**src/rtl/lcd_spi_tx.sv**
```systemverilog
// lcd_spi_tx: byte-level SPI (mode 0, MSB first) transmitter for the LCD panel,
// plus sequencing of the panel hardware-reset pin.
//
// Ports:
//   clk, reset        system clock, synchronous active-high reset
//   spi_start         transfer request (level, sampled only in IDLE)
//   spi_data[7:0]     byte to send, latched on accept
//   spi_cmd[1:0]      00 command byte, 10/11 data byte, 01 panel reset
//   spi_ready         one-cycle completion pulse
//   busy              high from accept through the spi_ready cycle
//   lcd_sclk/mosi/cs_n/dc/rst_n  LCD panel pins, all registered
module lcd_spi_tx #(
    parameter int unsigned CLK_DIV         = 2,
    parameter int unsigned RST_LO_CYCLES   = 16,
    parameter int unsigned RST_WAIT_CYCLES = 32
) (
    input  logic       clk,
    input  logic       reset,
    input  logic       spi_start,
    input  logic [7:0] spi_data,
    input  logic [1:0] spi_cmd,
    output logic       spi_ready,
    output logic       busy,
    output logic       lcd_sclk,
    output logic       lcd_mosi,
    output logic       lcd_cs_n,
    output logic       lcd_dc,
    output logic       lcd_rst_n
);

    localparam int unsigned CNT_W = 24;
    localparam logic [CNT_W-1:0] DIV_M1    = CNT_W'(CLK_DIV - 1);
    localparam logic [CNT_W-1:0] RST_LO_M1 = CNT_W'(RST_LO_CYCLES - 1);
    localparam logic [CNT_W-1:0] RST_WT_M1 = CNT_W'(RST_WAIT_CYCLES - 1);
    localparam logic [1:0]       CMD_RST   = 2'b01;

    typedef enum logic [2:0] {
        IDLE,
        SHIFT_LO,
        SHIFT_HI,
        HOLD,
        RST_LO,
        RST_WAIT,
        DONE
    } state_e;

    state_e           state_q, state_d;
    logic [CNT_W-1:0] cnt_q, cnt_d;
    logic [2:0]       bit_q, bit_d;
    logic [7:0]       shift_q, shift_d;
    logic             ready_q, ready_d;
    logic             busy_q, busy_d;
    logic             sclk_q, sclk_d;
    logic             mosi_q, mosi_d;
    logic             cs_n_q, cs_n_d;
    logic             dc_q, dc_d;
    logic             rst_n_q, rst_n_d;

    // State and output registers
    always_ff @(posedge clk) begin
        if (reset) begin
            state_q <= IDLE;
            cnt_q   <= '0;
            bit_q   <= '0;
            shift_q <= '0;
            ready_q <= 1'b0;
            busy_q  <= 1'b0;
            sclk_q  <= 1'b0;
            mosi_q  <= 1'b0;
            cs_n_q  <= 1'b1;
            dc_q    <= 1'b0;
            rst_n_q <= 1'b1;
        end else begin
            state_q <= state_d;
            cnt_q   <= cnt_d;
            bit_q   <= bit_d;
            shift_q <= shift_d;
            ready_q <= ready_d;
            busy_q  <= busy_d;
            sclk_q  <= sclk_d;
            mosi_q  <= mosi_d;
            cs_n_q  <= cs_n_d;
            dc_q    <= dc_d;
            rst_n_q <= rst_n_d;
        end
    end

    // Next-state and next-output logic; every phase counter loads N-1 and ends at 0
    always_comb begin
        state_d = state_q;
        cnt_d   = cnt_q;
        bit_d   = bit_q;
        shift_d = shift_q;
        ready_d = 1'b0;
        busy_d  = busy_q;
        sclk_d  = sclk_q;
        mosi_d  = mosi_q;
        cs_n_d  = cs_n_q;
        dc_d    = dc_q;
        rst_n_d = rst_n_q;

        unique case (state_q)
            IDLE: begin
                if (spi_start) begin
                    busy_d = 1'b1;
                    if (spi_cmd == CMD_RST) begin
                        rst_n_d = 1'b0;
                        cnt_d   = RST_LO_M1;
                        state_d = RST_LO;
                    end else begin
                        shift_d = spi_data;
                        dc_d    = (spi_cmd != 2'b00);
                        cs_n_d  = 1'b0;
                        mosi_d  = spi_data[7];
                        bit_d   = '0;
                        cnt_d   = DIV_M1;
                        state_d = SHIFT_LO;
                    end
                end
            end
            SHIFT_LO: begin
                if (cnt_q == '0) begin
                    sclk_d  = 1'b1;
                    cnt_d   = DIV_M1;
                    state_d = SHIFT_HI;
                end else begin
                    cnt_d = cnt_q - 1'b1;
                end
            end
            SHIFT_HI: begin
                if (cnt_q == '0) begin
                    sclk_d = 1'b0;
                    cnt_d  = DIV_M1;
                    if (bit_q == 3'd7) begin
                        state_d = HOLD;
                    end else begin
                        // Next bit appears on MOSI together with the falling edge
                        shift_d = {shift_q[6:0], 1'b0};
                        mosi_d  = shift_q[6];
                        bit_d   = bit_q + 1'b1;
                        state_d = SHIFT_LO;
                    end
                end else begin
                    cnt_d = cnt_q - 1'b1;
                end
            end
            HOLD: begin
                if (cnt_q == '0) begin
                    cs_n_d  = 1'b1;
                    ready_d = 1'b1;
                    state_d = DONE;
                end else begin
                    cnt_d = cnt_q - 1'b1;
                end
            end
            RST_LO: begin
                if (cnt_q == '0) begin
                    rst_n_d = 1'b1;
                    cnt_d   = RST_WT_M1;
                    state_d = RST_WAIT;
                end else begin
                    cnt_d = cnt_q - 1'b1;
                end
            end
            RST_WAIT: begin
                if (cnt_q == '0) begin
                    ready_d = 1'b1;
                    state_d = DONE;
                end else begin
                    cnt_d = cnt_q - 1'b1;
                end
            end
            DONE: begin
                busy_d  = 1'b0;
                state_d = IDLE;
            end
            default: begin
                state_d = IDLE;
            end
        endcase
    end

    assign spi_ready = ready_q;
    assign busy      = busy_q;
    assign lcd_sclk  = sclk_q;
    assign lcd_mosi  = mosi_q;
    assign lcd_cs_n  = cs_n_q;
    assign lcd_dc    = dc_q;
    assign lcd_rst_n = rst_n_q;

endmodule

```
**config.mk**
```make
export PLATFORM = sky130hd
export DESIGN_NAME = lcd_spi_tx
export DESIGN_NICKNAME = d
export VERILOG_FILES = /design/src/rtl/lcd_spi_tx.sv
export SDC_FILE = /design/constraint.sdc
export NUM_CORES = 1
export LEC_CHECK = 0
export BUFFER_PORTS_ARGS = -buffer_cell sky130_fd_sc_hd__buf_2
export CAP_MARGIN = 20
export CELL_PAD_IN_SITES_DETAIL_PLACEMENT = 2
export CELL_PAD_IN_SITES_GLOBAL_PLACEMENT = 2
export CORE_MARGIN = 5
export CORE_UTILIZATION = 31
export DETAILED_ROUTE_END_ITERATION = 10
export PLACE_DENSITY = 0.73
export SLEW_MARGIN = 10
export SYNTH_ARGS = -nofsm -noshare
export SYNTH_HDL_FRONTEND = slang
export SYNTH_SLANG_ARGS = --single-unit
```
**constraint.sdc**
```tcl
create_clock -name clk -period 2.8 [get_ports clk]
set_input_delay 0.28 -clock clk [delete_from_list [all_inputs] [get_ports clk]]
set_output_delay 0.28 -clock clk [all_outputs]
set_load 0.1 [all_outputs]
```
==> metrics.yaml <==
hpwl_microns: 5150
htree_levels: 2
design_area_sq_mm: 0.00279
grt_pass1_wl_microns: 12200
grt_pass1_vias: 2409
crit_path_start_kind: "register"
num_vias: 2273
drive_gt1_share_pct: 19.3
wl_per_cell_microns: 16.5
synth-async-reset-ratio_pct: 0
antenna_found_initial: 0
setup.worst_path.end_class: "register"
routed_wl_microns: 7040
wl_met2_microns: 3280
crit_fanout: 6
synth-seq-cells: 44
outcome: "complete, no violations"
max-cap-violations: 0
dieArea_sq_mm: 0.00935
fmax_mhz: 367
fin_crit_ps: 2730
synth-main-ff-cell: "dfxtp_1"
synthTopCellsByCount: "dfxtp_1, nor2_1, nand2_1"
wl_met3_microns: 164
insertion_delay_ps: 300
cts_sinks: 44
finalHoldViolCount: 0
setup_viol: 0
maxSlewViolCount: 0
synthCells: 296
cts.path.max_buffers: 2
synth_edf_count: 0
place.port_buffers: 19
tns_ps: 0
cts_tree: "built"
highest_layer: "met4"
ant_nets: 0
numCtsBuffers: 5
grt_remaining_overflow: 0
fill_cells: 877
max_slew_margin_pct: 63.2
wl_met1_microns: 3530
drt-pass1-iter-count: 4
globalplace.congestion: 0.807
syn_nets: 312
ys_types: 46
synth_area_sq_mm: 0.00233
post-synth-top-area-cell: "dfxtp_1"
worstMarginPinSlew_ps: 552
fin_crit_sh_pct: 97.4
drc: 0
drt_iter0_drc: 49
synth_area_leaders: "dfxtp_1, nor2_1, nand2_1"
dieWidth_microns: 96.7
placed_cell_area_sq_mm: 0.00263
synth.yosys.warnings: 0
layout.nets: 342
avgSynthCellArea_sq_um: 7.87
min-delay-path-class: "in2reg"
core_area_sq_mm: 0.00729
yosysMostFrequentCell: "dfxtp_1"
cts_root_buffer: "clkbuf_8"
start_util_pct: 32.0
crit_arrival_ps: 2960
skew_ps: 11.5
ios: 20
viasPerCell: 5.34
die_h_microns: 96.7
grt_max_degree: 27
seq_area_frac_synth_pct: 37.8
clkTransAtPathRegs_ps: 100
yosysTopAreaCellShare_pct: 37.8
syn_to_final_growth_pct: 19.9
required_ps: 3030
grt_usage_pct: 15.4
path_class: "reg2reg"
n_antenna_cell: 0
rows: 31
-- critical path: stages (launching register included) --
cell	delay, ps
dfxtp_1	350
or4_4	530
or4b_4	570
or4_4	600
o21a_1	240
a211o_1	260
a21oi_1	120
-- kinds of logic after synthesis --
kind of cell	Yosys count	synth area share, %
AND/OR/NAND/NOR	148	32.3
adder cells (fa/ha/maj)	3	1.61
buffers and inverters	22	4.35
AO/OA/AOI/OAI	66	19.1
flip-flops	44	37.8
multiplexers	1	0.429
XOR/XNOR	12	4.51
-- sequential cells by signal (all words and copies together) (netlist names) --
| register | cells |
|---|---|
| cnt_q | 24 |
| bit_q | 3 |
| shift_q | 7 |
| lcd_sclk | 1 |
| lcd_dc | 1 |
| lcd_rst_n | 1 |
| state_q | 3 |
| busy | 1 |
| lcd_cs_n | 1 |
| lcd_mosi | 1 |
| spi_ready | 1 |
-- what timing repair did --
| action | CTS | global route |
|---|---|---|
| hold buffers | 0 | 0 |
| buffers inserted | 0 | 1 |
| endpoints found under the setup margin | 0 | 30 |
| resized for setup | 0 | 7 |
-- worst paths after layout --
check | startpoint | endpoint | slack [ps] | cells after the start
setup / recovery | cnt_q[6]$_SDFFE_PP0P_ | cnt_q[3]$_SDFFE_PP0P_ | 70 | 6
hold reg to reg | cnt_q[18]$_SDFFE_PP0P_ | cnt_q[18]$_SDFFE_PP0P_ | 470 | 2
hold / removal | spi_cmd[1] | lcd_dc$_SDFFE_PP0P_ | 220 | 3
setup reg to reg | cnt_q[6]$_SDFFE_PP0P_ | cnt_q[3]$_SDFFE_PP0P_ | 70 | 6
-- routing by layer --
layer	GRT usage [%]	vias up
li1	-	1136
met1	21.0	1108
met2	25.0	22
met3	3.02	7
met4	3.67	0
met5	0	-
-- cell type report --
class	instances	area, sq um	share of cell area (%)
well taps	99	124	4.43
clock inverters	3	47.5	1.70
inverters	3	11.3	0.403
flip-flops and latches	44	881	31.5
clock buffers	5	68.8	2.46
multi-input cells	230	1390	49.9
repair buffers	42	268	9.58
-- stage by stage --
| stage | setup slack, ps | hold slack (ps) | utilization (%) | instances |
|---|---|---|---|---|
| global route | -10.4 | 232 | 38.3 | 426 |
| CTS | 18.7 | 208 | 37.7 | 425 |
| finish | 71.8 | 217 | 38.3 | 426 |
| detailed placement | 60.9 | 448 | 36.1 | 417 |
| floorplan | 22.1 | 420 | - | 296 |
| global placement | 121 | 444 | 36.1 | 417 |
-- placed cells by master (no fill, tap or decap), drive strengths merged, types with 2 or more instances in the layout --
cell type	instances
o21bai	2
a211oi	3
o31ai	4
a2111oi	2
or3	3
buf	42
clkbuf	5
dfxtp	44
a31oi	4
nand3	15
xnor2	4
or2	2
nor4	11
clkinv	2
or4	6
a21oi	17
nand4	3
a22oi	2
nor4b	3
or4b	3
o21a	5
nor3b	2
a21o	2
ha	3
a311oi	7
nand2	29
nand2b	9
nor3	13
inv	3
nor2b	4
a22o	3
xor2	8
nor2	43
o21ai	13
Power is left out: the tool's default activity adds up to more than one toggle a clock period on the data nets, which glitch-free logic cannot reach.
